===== src/rtl/axil_bk_pkg.sv =====
// Shared types and defaults for the backdoor AXI-Lite master.
// The optional watchdog is enabled by defining AXIL_M_TIMEOUT_EN.
package axil_bk_pkg;

   localparam int ADDR_W_DEF  = 15;
   localparam int DATA_W_DEF  = 32;
   localparam int TIMEOUT_DEF = 256;

   // Returned as read data when a read is aborted by the watchdog
   localparam logic [31:0] ABORT_DATA = 32'hDEAD_BEEF;

   typedef enum logic [1:0] {
      IDLE,
      WR,
      RD_A,
      RD_D
   } bk_state_e;

endpackage


===== src/rtl/axil_bk_master_if.sv =====
// AXI-Lite write-address, write-data, read-address and read-data channels
// (no B channel, no RRESP) between the backdoor master and its slave.
interface axil_bk_master_if #(
   parameter int ADDR_WIDTH = 15,
   parameter int DATA_WIDTH = 32
);
   logic                    awvalid;
   logic [ADDR_WIDTH-1:0]   awaddr;
   logic                    awready;
   logic                    wvalid;
   logic [DATA_WIDTH-1:0]   wdata;
   logic [DATA_WIDTH/8-1:0] wstrb;
   logic                    wready;
   logic                    arvalid;
   logic [ADDR_WIDTH-1:0]   araddr;
   logic                    arready;
   logic                    rvalid;
   logic [DATA_WIDTH-1:0]   rdata;
   logic                    rready;

   modport master (
      output awvalid, awaddr, wvalid, wdata, wstrb, arvalid, araddr, rready,
      input  awready, wready, arready, rvalid, rdata
   );

   modport slave (
      input  awvalid, awaddr, wvalid, wdata, wstrb, arvalid, araddr, rready,
      output awready, wready, arready, rvalid, rdata
   );
endinterface


===== src/rtl/axil_bk_wdog.sv =====
// Transaction watchdog, only built when AXIL_M_TIMEOUT_EN is defined.
// count holds the 1-based index of the cycle currently spent in a busy state.
module axil_bk_wdog
   import axil_bk_pkg::*;
#(
   parameter int TIMEOUT_CYCLES = TIMEOUT_DEF
) (
   input  logic clk,
   input  logic rst_n,
   input  logic restart,
   input  logic active,
   output logic expire
);
   localparam int CW = $clog2(TIMEOUT_CYCLES + 1);

   logic [CW-1:0] count;

   always_ff @(posedge clk or negedge rst_n) begin
      if (!rst_n)
         count <= '0;
      else if (restart)
         count <= CW'(1);
      else if (active)
         count <= count + 1'b1;
   end

   // Firing one cycle early lets the registered abort land on cycle TIMEOUT_CYCLES
   assign expire = active && (count == CW'(TIMEOUT_CYCLES - 1));

endmodule


===== src/rtl/axil_bk_master.sv =====
// Backdoor-command to AXI-Lite initiator; every output is registered.
// Define AXIL_M_TIMEOUT_EN to build the watchdog that aborts stalled transactions.
module axil_bk_master
   import axil_bk_pkg::*;
#(
   parameter int ADDR_WIDTH     = ADDR_W_DEF,
   parameter int DATA_WIDTH     = DATA_W_DEF,
   parameter int TIMEOUT_CYCLES = TIMEOUT_DEF
) (
   input  logic                    axi_aclk,
   input  logic                    axi_aresetn,
   input  logic                    bk_wstart,
   input  logic [ADDR_WIDTH-1:0]   bk_waddr,
   input  logic [DATA_WIDTH-1:0]   bk_wdata,
   input  logic [DATA_WIDTH/8-1:0] bk_wstrb,
   input  logic                    bk_rstart,
   input  logic [ADDR_WIDTH-1:0]   bk_raddr,
   output logic [DATA_WIDTH-1:0]   bk_rdata,
   output logic                    bk_rdone,
   output logic                    bk_wdone,
   output logic                    bk_busy,
   output logic                    bk_timeout,
   axil_bk_master_if.master        axi,
   output logic                    cc_aa_enable
);
   localparam int STRB_WIDTH = DATA_WIDTH / 8;

   bk_state_e               state, state_n;
   logic                    pend_rd, pend_rd_n;
   logic [ADDR_WIDTH-1:0]   pend_raddr, pend_raddr_n;
   logic                    awvalid, awvalid_n;
   logic [ADDR_WIDTH-1:0]   awaddr, awaddr_n;
   logic                    wvalid, wvalid_n;
   logic [DATA_WIDTH-1:0]   wdata, wdata_n;
   logic [STRB_WIDTH-1:0]   wstrb, wstrb_n;
   logic                    arvalid, arvalid_n;
   logic [ADDR_WIDTH-1:0]   araddr, araddr_n;
   logic                    rready, rready_n;
   logic [DATA_WIDTH-1:0]   rdata, rdata_n;
   logic                    rdone, rdone_n;
   logic                    wdone, wdone_n;
   logic                    busy, busy_n;
   logic                    tout, tout_n;
   logic                    cc_en, cc_en_n;
   logic                    expire;
   logic                    aw_ok, w_ok;

`ifdef AXIL_M_TIMEOUT_EN
   axil_bk_wdog #(
      .TIMEOUT_CYCLES (TIMEOUT_CYCLES)
   ) u_wdog (
      .clk     (axi_aclk),
      .rst_n   (axi_aresetn),
      .restart ((state_n != state) && (state_n != IDLE)),
      .active  (state != IDLE),
      .expire  (expire)
   );
`else
   assign expire = 1'b0;
`endif

   always_ff @(posedge axi_aclk or negedge axi_aresetn) begin
      if (!axi_aresetn) begin
         state      <= IDLE;
         pend_rd    <= 1'b0;
         pend_raddr <= '0;
         awvalid    <= 1'b0;
         awaddr     <= '0;
         wvalid     <= 1'b0;
         wdata      <= '0;
         wstrb      <= '0;
         arvalid    <= 1'b0;
         araddr     <= '0;
         rready     <= 1'b0;
         rdata      <= '0;
         rdone      <= 1'b0;
         wdone      <= 1'b0;
         busy       <= 1'b0;
         tout       <= 1'b0;
         cc_en      <= 1'b0;
      end else begin
         state      <= state_n;
         pend_rd    <= pend_rd_n;
         pend_raddr <= pend_raddr_n;
         awvalid    <= awvalid_n;
         awaddr     <= awaddr_n;
         wvalid     <= wvalid_n;
         wdata      <= wdata_n;
         wstrb      <= wstrb_n;
         arvalid    <= arvalid_n;
         araddr     <= araddr_n;
         rready     <= rready_n;
         rdata      <= rdata_n;
         rdone      <= rdone_n;
         wdone      <= wdone_n;
         busy       <= busy_n;
         tout       <= tout_n;
         cc_en      <= cc_en_n;
      end
   end

   // A channel counts as finished once its valid has dropped or is handshaking now
   assign aw_ok = !awvalid || axi.awready;
   assign w_ok  = !wvalid  || axi.wready;

   always_comb begin
      state_n      = state;
      pend_rd_n    = pend_rd;
      pend_raddr_n = pend_raddr;
      awvalid_n    = awvalid;
      awaddr_n     = awaddr;
      wvalid_n     = wvalid;
      wdata_n      = wdata;
      wstrb_n      = wstrb;
      arvalid_n    = arvalid;
      araddr_n     = araddr;
      rready_n     = rready;
      rdata_n      = rdata;
      rdone_n      = 1'b0;
      wdone_n      = 1'b0;
      tout_n       = 1'b0;
      cc_en_n      = cc_en;

      case (state)
         IDLE: begin
            if (pend_rd) begin
               pend_rd_n = 1'b0;
               arvalid_n = 1'b1;
               araddr_n  = pend_raddr;
               cc_en_n   = 1'b1;
               state_n   = RD_A;
            end else if (bk_wstart) begin
               awvalid_n = 1'b1;
               awaddr_n  = bk_waddr;
               wvalid_n  = 1'b1;
               wdata_n   = bk_wdata;
               wstrb_n   = bk_wstrb;
               cc_en_n   = 1'b1;
               state_n   = WR;
               if (bk_rstart) begin
                  pend_rd_n    = 1'b1;
                  pend_raddr_n = bk_raddr;
               end
            end else if (bk_rstart) begin
               arvalid_n = 1'b1;
               araddr_n  = bk_raddr;
               cc_en_n   = 1'b1;
               state_n   = RD_A;
            end else begin
               cc_en_n = 1'b0;
            end
         end
         WR: begin
            if (awvalid && axi.awready) awvalid_n = 1'b0;
            if (wvalid && axi.wready)   wvalid_n  = 1'b0;
            if (aw_ok && w_ok) begin
               wdone_n = 1'b1;
               state_n = IDLE;
            end
         end
         RD_A: begin
            if (arvalid && axi.arready) begin
               arvalid_n = 1'b0;
               rready_n  = 1'b1;
               state_n   = RD_D;
            end
         end
         RD_D: begin
            if (axi.rvalid && rready) begin
               rdata_n  = axi.rdata;
               rready_n = 1'b0;
               rdone_n  = 1'b1;
               state_n  = IDLE;
            end
         end
         default: state_n = IDLE;
      endcase

      // Watchdog abort overrides whatever the channel logic decided this cycle
      if (expire) begin
         awvalid_n = 1'b0;
         wvalid_n  = 1'b0;
         arvalid_n = 1'b0;
         rready_n  = 1'b0;
         cc_en_n   = 1'b0;
         pend_rd_n = 1'b0;
         wdone_n   = 1'b0;
         tout_n    = 1'b1;
         state_n   = IDLE;
         if ((state == RD_A) || (state == RD_D)) begin
            rdata_n = DATA_WIDTH'(ABORT_DATA);
            rdone_n = 1'b1;
         end
      end

      busy_n = (state_n != IDLE) || pend_rd_n;
   end

   assign axi.awvalid  = awvalid;
   assign axi.awaddr   = awaddr;
   assign axi.wvalid   = wvalid;
   assign axi.wdata    = wdata;
   assign axi.wstrb    = wstrb;
   assign axi.arvalid  = arvalid;
   assign axi.araddr   = araddr;
   assign axi.rready   = rready;
   assign bk_rdata     = rdata;
   assign bk_rdone     = rdone;
   assign bk_wdone     = wdone;
   assign bk_busy      = busy;
   assign bk_timeout   = tout;
   assign cc_aa_enable = cc_en;

endmodule


===== src/flat_wrapper.sv =====
// flat-port wrapper written by rule: the top's interface ports become plain ports
module axil_bk_master_flat import axil_bk_pkg::*;
#(
   parameter int ADDR_WIDTH     = ADDR_W_DEF,
   parameter int DATA_WIDTH     = DATA_W_DEF,
   parameter int TIMEOUT_CYCLES = TIMEOUT_DEF
)
  (axi_aclk, axi_aresetn, bk_wstart, bk_waddr, bk_wdata, bk_wstrb, bk_rstart, bk_raddr, bk_rdata, bk_rdone, bk_wdone, bk_busy, bk_timeout, cc_aa_enable, axi_awvalid, axi_awaddr, axi_wvalid, axi_wdata, axi_wstrb, axi_arvalid, axi_araddr, axi_rready, axi_awready, axi_wready, axi_arready, axi_rvalid, axi_rdata);
  axil_bk_master_if #(.ADDR_WIDTH(ADDR_WIDTH), .DATA_WIDTH(DATA_WIDTH)) axi_i ();
  input  logic axi_aclk;
  input  logic axi_aresetn;
  input  logic bk_wstart;
  input  logic [ADDR_WIDTH-1:0] bk_waddr;
  input  logic [DATA_WIDTH-1:0] bk_wdata;
  input  logic [DATA_WIDTH/8-1:0] bk_wstrb;
  input  logic bk_rstart;
  input  logic [ADDR_WIDTH-1:0] bk_raddr;
  output logic [DATA_WIDTH-1:0] bk_rdata;
  output logic bk_rdone;
  output logic bk_wdone;
  output logic bk_busy;
  output logic bk_timeout;
  output logic cc_aa_enable;
  output wire logic [$bits(axi_i.awvalid)-1:0] axi_awvalid;
  output wire logic [$bits(axi_i.awaddr)-1:0] axi_awaddr;
  output wire logic [$bits(axi_i.wvalid)-1:0] axi_wvalid;
  output wire logic [$bits(axi_i.wdata)-1:0] axi_wdata;
  output wire logic [$bits(axi_i.wstrb)-1:0] axi_wstrb;
  output wire logic [$bits(axi_i.arvalid)-1:0] axi_arvalid;
  output wire logic [$bits(axi_i.araddr)-1:0] axi_araddr;
  output wire logic [$bits(axi_i.rready)-1:0] axi_rready;
  input wire logic [$bits(axi_i.awready)-1:0] axi_awready;
  input wire logic [$bits(axi_i.wready)-1:0] axi_wready;
  input wire logic [$bits(axi_i.arready)-1:0] axi_arready;
  input wire logic [$bits(axi_i.rvalid)-1:0] axi_rvalid;
  input wire logic [$bits(axi_i.rdata)-1:0] axi_rdata;
  assign axi_awvalid = axi_i.awvalid;
  assign axi_awaddr = axi_i.awaddr;
  assign axi_wvalid = axi_i.wvalid;
  assign axi_wdata = axi_i.wdata;
  assign axi_wstrb = axi_i.wstrb;
  assign axi_arvalid = axi_i.arvalid;
  assign axi_araddr = axi_i.araddr;
  assign axi_rready = axi_i.rready;
  assign axi_i.awready = axi_awready;
  assign axi_i.wready = axi_wready;
  assign axi_i.arready = axi_arready;
  assign axi_i.rvalid = axi_rvalid;
  assign axi_i.rdata = axi_rdata;
  axil_bk_master #(.ADDR_WIDTH(ADDR_WIDTH), .DATA_WIDTH(DATA_WIDTH), .TIMEOUT_CYCLES(TIMEOUT_CYCLES)) u_core (.axi_aclk(axi_aclk), .axi_aresetn(axi_aresetn), .bk_wstart(bk_wstart), .bk_waddr(bk_waddr), .bk_wdata(bk_wdata), .bk_wstrb(bk_wstrb), .bk_rstart(bk_rstart), .bk_raddr(bk_raddr), .bk_rdata(bk_rdata), .bk_rdone(bk_rdone), .bk_wdone(bk_wdone), .bk_busy(bk_busy), .bk_timeout(bk_timeout), .axi(axi_i), .cc_aa_enable(cc_aa_enable));
endmodule

===== config.mk =====
export PLATFORM = sky130hd
export DESIGN_NAME = axil_bk_master_flat
export DESIGN_NICKNAME = d
export VERILOG_FILES = /design/src/rtl/axil_bk_pkg.sv /design/src/rtl/axil_bk_master_if.sv /design/src/rtl/axil_bk_wdog.sv /design/src/rtl/axil_bk_master.sv /design/src/flat_wrapper.sv
export SDC_FILE = /design/constraint.sdc
export NUM_CORES = 1
export LEC_CHECK = 0
export ABC_AREA = 1
export BUFFER_PORTS_ARGS = -buffer_cell sky130_fd_sc_hd__buf_2
export CAP_MARGIN = 15
export CORE_MARGIN = 2
export CORE_UTILIZATION = 35
export CTS_BUF_LIST = sky130_fd_sc_hd__clkbuf_8
export DETAILED_ROUTE_END_ITERATION = 10
export SLEW_MARGIN = 30
export SYNTH_ARGS = -nofsm -noshare
export SYNTH_HDL_FRONTEND = slang
export SYNTH_SLANG_ARGS = --single-unit

===== constraint.sdc =====
create_clock -name axi_aclk -period 1.4 [get_ports axi_aclk]
set_input_delay 0.28 -clock axi_aclk [delete_from_list [all_inputs] [get_ports axi_aclk]]
set_output_delay 0.28 -clock axi_aclk [all_outputs]
set_load 0.05 [all_outputs]

Yosys cells after proc, flatten, opt, wreduce, memory -nomap -nowiden --
Cells that the tools add are included.
Cells by class: reduce and logical (&&, ||, !) cells 24, muxes and demuxes 34, bitwise gates (word level) 1, eq/ne operators 12
Operator list (count):
- $mux 15 | 3
- $mux 1 | 20
- $reduce_and 4->1 | 4
- $mux 2 | 6
- $ne 2x1->1 const B | 5
- $reduce_bool 2->1 | 5
- $reduce_and 3->1 | 3
- $pmux 1 s2 | 4
- $pmux 2 s4 | 1
- $ne 3x2->1 const B | 2
- $logic_and 1x1->1 | 5
- $eq 2x2->1 const B | 2
- $ne 2x2->1 const B | 2
- $logic_or 1x1->1 | 3
- $eq 2x1->1 const B | 1
- $logic_not 1->1 | 2
- $logic_not 2->1 | 1
- $reduce_and 2->1 | 1
- $not 1->1 | 1
Storage, ports and cells: bits in registers 124, output and inout bits 107, word-level logic and storage cells 87, bits of input ports 106

Depth between registers and ports, before layout --
depth in word-level cells 7, depth in mapped cells 7, mapped depth without buffers 7

Worst setup path after synthesis --
No wires, ideal clock.
path type reg2reg, start register u_core.rready (netlist: u_core.axi.rready), end register u_core.rdata[22] (netlist: u_core.bk_rdata[22]), path slack -0.073 ns, clock period less this slack 1.473 ns, path buffers 2, stages on the path, launching flop included 6, setup time 0.121 ns, data required time 1.279 ns, arrival 1.351 ns, cell sequence dfrtp_1 > nand2_1 > nor3_2 > buf_4 > buf_4 > o21ai_1
Between the ends: cells in the longest elaborated chain, start to end 2
RTL lines:
- start: declaration | RTL line axil_bk_master.sv:38 | logic rready, rready_n;
- start signal: assignment | RTL line axil_bk_master.sv:92 | rready <= rready_n;
- $logic_and 1x1->1 | RTL line axil_bk_master.sv:169 | if (axi.rvalid && rready) begin
- $reduce_and 2->1 (no line)
- end signal: assignment | RTL line axil_bk_master.sv:93 | rdata <= rdata_n;
- end: declaration | RTL line axil_bk_master.sv:39 | logic [DATA_WIDTH-1:0] rdata, rdata_n;
No other way between the ends. A chain may end at the register's enable or synchronous reset.

Worst setup path after layout --
start register u_core.rdata[5] (netlist: u_core.bk_rdata[5]), end output port bk_rdata[5]
RTL lines:
- end: declaration | RTL line flat_wrapper.sv:18 | output logic [DATA_WIDTH-1:0] bk_rdata;
No word-level cell between the ends.

==> flow_summary_export.csv <==
group,metric,value,unit
global_routing,grt_antenna_before_repair,0,
critical_path,cp_slowest_cell,"dfrtp_1",
detailed_routing,drt-vias-per-instance,4.54,
yosys,netlist_area,5070,µm²
place,io_buffers,211,
critical_path,crit_chain,"buf_2",
cells_and_area,layout-drive-gt1-share,33.7,%
critical_path,reg2reg_depth,7,
detailed_routing,drt_pre_antenna_iters,5,
global_routing,grt_first_pass_wirelength,21900,µm
detailed_routing,wl_met1,5870,µm
clocking,cts_buffer_depth,2,
detailed_routing,top_layer_used,"met4",
floorplan,die-height,124,µm
yosys,ys_ff_latch,124,
cells_and_area,final_common_cell,"nand2_1",
critical_path,path_depth,1,
global_routing,grt_max_degree,72,
power_and_ir_drop,power.density,1060,nW/µm²
floorplan,ios,213,
clocking,htreeDepth,4,
critical_path,slowest_delay,0.37,ns
yosys,async_flop_share,100,%
detailed_routing,drt_iter0_markers,272,
floorplan,die_w,124,µm
global_routing,track_usage,17.7,%
run,drv_cap,0,
yosys,synth_top_flop_cell,"dfrtp_1",
cells_and_area,area_delta_synth_final,38.0,%
cells_and_area,diodes,0,
cells_and_area,final_nets,901,
floorplan,core_area,14000,µm²
critical_path,critical_path.startpoint_type,"register",
clocking,cts_tree,"built",
sta,finalCritPeriodShare,96.4,%
clocking,cts_made_buffers,17,
yosys,synth_top_area_cell,"dfrtp_1",
sta,fmax,741,MHz
yosys,syn_avg_cell_area,8.81,µm²
power_and_ir_drop,peakVddDrop,589,µV
status,status,"finished clean",
clocking,cts.clk_slew.worst_paths,0.07,ns
detailed_routing,wl_per_cell,13.6,µm
worst_hold_path,min_path_type,"input port to register",
clocking,insertion_delay,0.44,ns
clocking,root_buffer,"clkbuf_8",
critical_path,crit_path_max_fanout,2,
global_routing,grt_overflow,0,
floorplan,start_util,36.2,%
cells_and_area,most-common-layout-cells,"226 x nand2_1, 169 x buf_2, 122 x dfrtp_1",
cells_and_area,final_core_util,50.0,%
global_routing,first_global_vias,4457,
yosys,ys_seq_area_share,61.2,%
sta,holdWs,0.0519,ns
place,gp_congestion,0.821,
floorplan,dieArea,15500,µm²
floorplan,num_rows,43,
detailed_routing,drc,0,
place,dp_hpwl,9860,µm
sta,setup_viol,0,
yosys,synth.area.top_cells,"dfrtp_1 61%, nand2_1 17%, nand3_1 5.3%",
clocking,cts.sinks,124,
detailed_routing,routed-wl-met3,834,µm
detailed_routing,vias,4482,
critical_path,cp_num_buf_inv,1,
power_and_ir_drop,p_total,7390,µW
yosys,synth_edf_count,0,
critical_path,endpoint_kind,"output port",
yosys,synth_top_area_share,61.2,%
sta,finalHoldViolCount,0,
worst_hold_path,hold-path-cell-count,3,
yosys,ys.warnings.count,0,
sta,fin_skew,0.0108,ns
sta,min_period,1.35,ns
critical_path,critPathTopFamily,"flip-flops",
detailed_routing,drtAntennaViolNets,0,
detailed_routing,wl,13500,µm
yosys,synth_fp_nets,681,
cells_and_area,fillCellCount,1340,
power_and_ir_drop,leakagePower,0.00397,µW
critical_path,criticalPathCategory,"register to output port",
detailed_routing,dr_wl_met2,6610,µm
yosys,synthDistinctLibCells,23,
sta,drv_slew,0,
critical_path,critPathArrivalTime,1.07,ns
yosys,netlist_instances,575,
critical_path,worstPathRequired,1.12,ns
## cell usage after synthesis (2+ instances only)
library cell and number:
buf_6 4, nand2_1 226, o21ai_0 37, nand2_2 2, inv_1 55, nand3_1 54, dfrtp_1 124, clkbuf_1 8
nor2_1 6, inv_2 2, o21ai_1 26, buf_4 9, nor2_4 2, buf_2 11
## routing by layer
metal  vias up  track usage (%)
met3        13             5.37
met5         -                0
met4         0             5.55
met2       161             28.9
met1      2077             22.6
li1       2231                -
## kinds of logic after synthesis
logic type	count (synthesis)	synth area share, %
simple gates	294	23.8
buf+inv	89	8.12
compound gates	67	6.76
flops	124	61.2
other cells	1	0.0740
## cell type report
type / instances / area [µm²] / area share (%)
Inverter: 57 / 214 / 3.06
Clock buffer: 18 / 248 / 3.54
Multi-Input combinational cell: 362 / 1570 / 22.4
Clock inverter: 14 / 203 / 2.90
Sequential cell: 124 / 3110 / 44.4
Tap cell: 180 / 225 / 3.22
Timing Repair Buffer: 233 / 1430 / 20.5
## metrics by stage
stage / TNS [ns] / setup slack [ns] / instance area (µm²) / std cells
after detailed placement: 0 / 0.0693 / 6410 / 953
after global placement: 0 / 0.0756 / 6410 / 953
final: 0 / 0.0508 / 7000 / 988
after global routing: -0.00474 / -0.00474 / 7000 / 988
after floorplan: 0 / 0.0841 / 5070 / 575
after CTS: 0 / 0.000435 / 6890 / 986
## what timing repair did
item                                    in CTS  in global routing
pin swaps                                    0                  3
setup buffers                                0                  2
endpoints found under the hold margin      124                  0
gates resized for setup                      5                 41
hold buffers                                 1                  0
endpoints found under the setup margin       5                 47
## path summary, 6_finish.rpt
| path | start | slack (ns) | endpoint |
|---|---|---|---|
| setup / recovery | u_core.bk_rdata[5] | 0.05 | bk_rdata[5] |
| min in group asynchronous | axi_aresetn | 0.19 | u_core.bk_rdata[16] |
| hold reg to reg | u_core.axi.wstrb[2] | 0.47 | u_core.axi.wstrb[2] |
| max in group asynchronous | axi_aresetn | 0.63 | u_core.state[0] |
| setup reg to reg | u_core.pend_rd | 0.08 | u_core.axi.arvalid |
| hold / removal | axi_rdata[3] | 0.05 | u_core.bk_rdata[3] |
## sequential cells by signal (all words and copies together), names as in the netlist
signal / cells
u_core.axi.araddr: 15
u_core.axi.arvalid: 1
u_core.axi.awaddr: 15
u_core.axi.awvalid: 1
u_core.axi.rready: 1
u_core.axi.wdata: 32
u_core.axi.wstrb: 4
u_core.axi.wvalid: 1
u_core.bk_busy: 1
u_core.bk_rdata: 32
u_core.bk_rdone: 1
u_core.bk_wdone: 1
u_core.cc_aa_enable: 1
u_core.pend_raddr: 15
u_core.pend_rd: 1
u_core.state: 2
## report_power, final
group	switching (µW)	internal, µW	leakage [µW]
Clock	1410	2140	0.000228
Combinational	139	121	0.00221
Sequential	0	3580	0.00153
Total	1550	5840	0.00397
Power figures use the tool's default switching activity.
